## src/rtl/cache_dm.sv

```systemverilog
`default_nettype none
// ============================================================================
//  Module   : cache_dm
//  Purpose  : Direct-mapped, write-through, no-write-allocate cache, one
//             32-bit word per line, sitting between a CPU and a slow RAM.
//  Revision : 1.0  initial release
// ============================================================================
module cache_dm #(
  parameter int INDEX_W = 4
) (
  input  logic        clock,
  input  logic        reset,
  input  logic        read,
  input  logic        write,
  input  logic [31:0] addr,
  input  logic [31:0] wdata,
  output logic [31:0] rdata,
  output logic        ready,
  output logic        mem_read,
  output logic        mem_write,
  output logic [31:0] mem_addr,
  output logic [31:0] mem_wdata,
  input  logic [31:0] mem_rdata,
  input  logic        mem_ready,
  output logic [15:0] hit_count,
  output logic [15:0] miss_count
);

  localparam int LINES = 1 << INDEX_W;
  localparam int TAG_W = 30 - INDEX_W;

  localparam logic [1:0] c_IDLE   = 2'd0;
  localparam logic [1:0] c_RD_MEM = 2'd1;
  localparam logic [1:0] c_WR_MEM = 2'd2;
  localparam logic [1:0] c_DONE   = 2'd3;

  logic [1:0]         r_state;
  logic [LINES-1:0]   r_valid;
  logic [TAG_W-1:0]   r_tag_mem  [LINES];
  logic [31:0]        r_data_mem [LINES];
  logic [29:0]        r_addr;
  logic [31:0]        r_wdata;
  logic [31:0]        r_rdata;
  logic [15:0]        r_hit_count;
  logic [15:0]        r_miss_count;

  logic [INDEX_W-1:0] w_index;
  logic [TAG_W-1:0]   w_tag;
  logic [INDEX_W-1:0] w_rindex;
  logic [TAG_W-1:0]   w_rtag;
  logic               w_hit;
  logic               w_fill;
  logic               w_wr_hit;
  logic               w_unused_addr;

  assign w_index       = addr[INDEX_W+1:2];
  assign w_tag         = addr[31:INDEX_W+2];
  assign w_rindex      = r_addr[INDEX_W-1:0];
  assign w_rtag        = r_addr[29:INDEX_W];
  assign w_unused_addr = ^addr[1:0];

  assign w_hit    = r_valid[w_index] && (r_tag_mem[w_index] == w_tag);
  assign w_fill   = (r_state == c_RD_MEM) && mem_ready;
  assign w_wr_hit = (r_state == c_IDLE) && write && !read && w_hit;

  assign rdata      = r_rdata;
  assign ready      = (r_state == c_DONE);
  assign mem_read   = (r_state == c_RD_MEM);
  assign mem_write  = (r_state == c_WR_MEM);
  assign mem_addr   = {r_addr, 2'b00};
  assign mem_wdata  = r_wdata;
  assign hit_count  = r_hit_count;
  assign miss_count = r_miss_count;

  // Control, valid bits and counters; the asynchronous reset aborts any RAM
  // transaction because the RAM strobes decode straight from the state.
  always_ff @(posedge clock or posedge reset) begin
    if (reset) begin
      r_state      <= c_IDLE;
      r_valid      <= '0;
      r_addr       <= '0;
      r_wdata      <= '0;
      r_rdata      <= '0;
      r_hit_count  <= '0;
      r_miss_count <= '0;
    end else begin
      case (r_state)
        c_IDLE: begin
          if (read) begin
            if (w_hit) begin
              r_rdata     <= r_data_mem[w_index];
              r_hit_count <= r_hit_count + 16'd1;
              r_state     <= c_DONE;
            end else begin
              r_addr       <= addr[31:2];
              r_miss_count <= r_miss_count + 16'd1;
              r_state      <= c_RD_MEM;
            end
          end else if (write) begin
            r_addr  <= addr[31:2];
            r_wdata <= wdata;
            r_state <= c_WR_MEM;
          end
        end
        c_RD_MEM: begin
          if (mem_ready) begin
            r_rdata           <= mem_rdata;
            r_valid[w_rindex] <= 1'b1;
            r_state           <= c_DONE;
          end
        end
        c_WR_MEM: begin
          if (mem_ready) begin
            r_state <= c_DONE;
          end
        end
        c_DONE: begin
          r_state <= c_IDLE;
        end
        default: begin
          r_state <= c_IDLE;
        end
      endcase
    end
  end

  // Line storage is not reset; the valid bits alone qualify its contents.
  always_ff @(posedge clock) begin
    if (w_wr_hit) begin
      r_data_mem[w_index] <= wdata;
    end
    if (w_fill) begin
      r_data_mem[w_rindex] <= mem_rdata;
      r_tag_mem[w_rindex]  <= w_rtag;
    end
  end

endmodule
`default_nettype wire

```

## config.mk

```make
export PLATFORM = sky130hd
export DESIGN_NAME = cache_dm
export DESIGN_NICKNAME = d
export VERILOG_FILES = /design/src/rtl/cache_dm.sv
export SDC_FILE = /design/constraint.sdc
export NUM_CORES = 1
export LEC_CHECK = 0
export CAP_MARGIN = 10
export CORE_ASPECT_RATIO = 1.75
export CORE_MARGIN = 8
export CORE_UTILIZATION = 25
export DETAILED_ROUTE_END_ITERATION = 16
export GPL_TIMING_DRIVEN = 0
export HOLD_SLACK_MARGIN = 0.02
export PLACE_DENSITY = 0.47
export RECOVER_POWER = 100
export SETUP_SLACK_MARGIN = 0.02
export SYNTH_ARGS = -nofsm -noshare
export SYNTH_HDL_FRONTEND = slang
export SYNTH_SLANG_ARGS = --single-unit
export TNS_END_PERCENT = 1
```

## constraint.sdc

```tcl
create_clock -name clock -period 5.5 [get_ports clock]
set_input_delay 1.375 -clock clock [delete_from_list [all_inputs] [get_ports clock]]
set_output_delay 1.375 -clock clock [all_outputs]
set_load 0.05 [all_outputs]
```

==> metrics <==
result of the run=finished, violations left; failing checks=max-capacitance violations, max-slew violations; Placement Rows=201; type of the setup path with the least slack=input port to register; number of detailed-route iterations in the first pass=5; worst slack, placed=-3270 ps; CTS sink count=1072; internal power=15.6 mW; vias in the first global route=25.1k; global-route total usage across every layer=14.4%; I/O pin total=232; Worst Hold Depth=1; via count=23.1k; Hold Path End=r_valid[3]$_DFFE_PP0P_; Std-Cell Core Area=0.171 sq mm; relative max-transition margin=-133%; Reg-to-Reg End=r_tag_mem[6][3]$_DFFE_PP_; clk_lat worst skew=730 ps; worst hold slack=466 ps; die width=329 microns; via/cell ratio=4.61; net switching power figure=7.57 mW; fraction of registers with async set or reset after synthesis=13.4%; pin count of the biggest net entering global routing=89; placed wire-length estimate=90600 microns; antenna violations before repair=9; Comb power frac=21.9%; flip-flop and latch count after synthesis=1072; R2R setup slack=750 ps; DR iter-0 viols=1666; number of max-capacitance violations reported=15; clock power share=30.4%; first-pass GRT wire length=191000 microns; Clock Tree Root=sky130_fd_sc_hd__clkbuf_16; last weighted congestion value of the routability-driven placer=0.757; WP data required=5910 ps; ANT nets after route=0; die height=564 microns; highest-count cells in the layout ignoring fill and taps=928 x sky130_fd_sc_hd__edfxtp_1, 250 x sky130_fd_sc_hd__nand2_1, 232 x sky130_fd_sc_hd__mux4_2, 144 x sky130_fd_sc_hd__dfrtp_1; hold crit path type=register to register; number of warnings reported in the yosys synthesis log=0; port bufs=222; Die Footprint=0.186 sq mm; VDD IR max=368 uV; sequential power share=47.6%; Placed Cells=4799; number of distinct library cells after synthesis=53; TritonCTS Buffers=105; post-synthesis instance area=0.0429 sq mm; worst setup slack after layout=59.2 ps; delay of the slowest cell on the worst path=540 ps; reg-to-reg startpoint=r_state[1]$_DFFE_PP0P_; post-route clock skew=45.0 ps; critical path cell sequence=buf_4 -> buf_6 -> buf_6 -> buf_6 -> buf_4 -> clkbuf_2 -> nand3_1 -> nand4_1 -> xnor2_1 -> o22ai_1 -> nand4_1 -> nor4_4 -> buf_6 -> a41oi_4 -> nor2_1 -> buf_12; Bufs on Longest Clock Path=3; actual transition at the worst max-transition pin=3480 ps; Reg clk slew, reported paths=60 ps; Slowest-stage cell, CP=sky130_fd_sc_hd__clkbuf_2; Worst Setup End Kind=register; endpoints failing setup=0; hold buffer count at cts=0; synthesis-to-layout area growth=21.6%; TritonCTS clock tree=yes; number of cells in the finished layout apart from fillers=5021; DRC violation count after routing=0; net count reported at finish=2802; most common library cell in the layout ignoring fill and taps=sky130_fd_sc_hd__edfxtp_1; arrival time worst endpoint=5850 ps; maximum fanout count along the critical path=17; starting utilization of the core area=25.1%; max frequency=184 MHz; time the worst path needs with I/O delays and setup=5440 ps; FF-to-FF path depth=8; Power per Cell Area=444 mW/mm^2; number of instances in the synthesized netlist=2306; primary flip-flop cell chosen by synthesis mapping=sky130_fd_sc_hd__edfxtp_1; ratio of final minimum period to clock period=98.9%; Top cell by count, worst path=sky130_fd_sc_hd__buf_6; filler instances=16.9k; total grt overflow=0; number of enable-type register cells in the synthesized netlist=928; switching power share of the total=32.7%; Static Leakage=17.4 nW; Routed wire per std cell=27.0 microns; Final Hold Vio Count=0; H-tree Lvls=3; start point of the worst hold path=r_valid[3]$_DFFE_PP0P_; wire length after detailed routing=136000 microns; fraction of final layout cells with drive strength greater than 1=19.8%; RSZ-0062 raised after global routing=false; Max Slew Vio Count=269; critical path launch point type=input port; average footprint of a synthesized cell=18.6 sq um; portion of the post-synthesis area used by sequential elements=73.3%
synth_stat cells, drive strengths merged (4+ instances only):
cell type	n	share of area (%)
and2	38	0.55
nor2b	6	0.087
o311ai	31	0.63
a21oi	34	0.40
mux4	232	12
nor2	59	0.52
a31oi	6	0.087
nand2b	4	0.058
and3	12	0.17
ha	6	0.17
mux2	35	0.92
a22o	15	0.31
clkbuf	65	0.57
nor3	14	0.16
a221oi	16	0.36
nand2	250	2.2
mux2i	132	3.1
dfrtp	144	8.4
a22oi	17	0.30
nand3	21	0.24
o21ai	37	0.43
or2	17	0.25
xor2	31	0.63
inv	13	0.11
xnor2	35	0.71
edfxtp	928	65
nand4	13	0.19
buf	67	0.88
kinds of logic (layout without fill, tap and decap cells):
logic type | count (synthesis) | in the layout | share of synthesized area, %
other | 1 | 6 | 0.00873
muxes | 399 | 399 | 16.2
DFF | 1072 | 1072 | 73.3
and+or+nand+nor | 443 | 443 | 4.58
xor gates and xnor gates | 66 | 66 | 1.35
buffers and inverters | 145 | 622 | 1.56
AOI/OAI and AO/OA | 174 | 174 | 2.86
adders and majority gates | 6 | 6 | 0.175
worst max path at each step:
stage	from	endpoint	slack [ps]	depth (start not counted)
floorplan	addr[5]	r_data_mem[0][0]$_DFFE_PP_	-250	12
global placement	addr[3]	r_data_mem[5][1]$_DFFE_PP_	-6080	12
detailed placement	addr[3]	r_data_mem[6][20]$_DFFE_PP_	-3270	12
CTS	addr[3]	r_data_mem[15][11]$_DFFE_PP_	-60	14
global route	addr[4]	r_data_mem[13][12]$_DFFE_PP_	20	16
finish	addr[4]	r_data_mem[13][10]$_DFFE_PP_	60	16
area by class of cell:
class,instances,area [sq um],area share (%)
flip-flops and latches,1072,31500,60.3
well taps,2233,2790,5.35
clock buffers,145,2850,5.46
repair buffers,281,2930,5.61
plain buffers,132,697,1.34
multi-input cells,1090,11000,21.0
diodes,4,10.0,0.0192
clock inverters,51,430,0.825
inverters,13,50.0,0.0959
metal layers:
metal / GRT usage [%] / vias to the layer above / share of wire (%)
met5: 0 / - / 0.0096
met4: 3.85 / 2 / 2.1
met3: 2.20 / 148 / 5.0
met2: 27.1 / 653 / 54
met1: 16.9 / 12409 / 39
li1: - / 9931 / -
power by group through the flow:
stage               clock [mW]  combinational (mW)  sequential [mW]
global placement             0                5.18             11.2
CTS                       7.23                5.41             11.1
finish                    7.05                5.08             11.0
detailed placement           0                5.36             11.2
floorplan                    0                1.91             12.1
global route              7.50                5.43             11.2
flip-flops by register name, indices dropped and copies added (netlist names):
| signal | count |
|---|---|
| mem_wdata | 32 |
| r_addr | 30 |
| miss_count | 16 |
| r_tag_mem | 416 |
| r_state | 2 |
| r_valid | 16 |
| r_data_mem | 512 |
| rdata | 32 |
| hit_count | 16 |
critical path: cells and delay by family:
kind,cells,cell delay [ps]
XOR/XNOR,1,70
buffers and inverters,8,2330
AND/OR/NAND/NOR,5,1390
AO/OA/AOI/OAI,2,590
stage by stage:
step / utilization [%] / setup TNS, ps / cell area (sq um) / power [mW]
detailed placement: 28.6 / -1767350 / 49000 / 16.6
CTS: 30.8 / -3660 / 52800 / 23.7
global route: 30.5 / 0 / 52200 / 24.1
global placement: 28.0 / -4187200 / 48000 / 16.4
finish: 30.5 / 0 / 52200 / 23.2
floorplan: - / -119290 / 42900 / 14.1
repair_timing:
item	CTS	global route
setup endpoints to repair	634	453
setup buffers	19	2
hold endpoints to repair	0	0
pin swaps	18	1
gates resized for setup	43	15
Power figures use the tool's default switching activity.
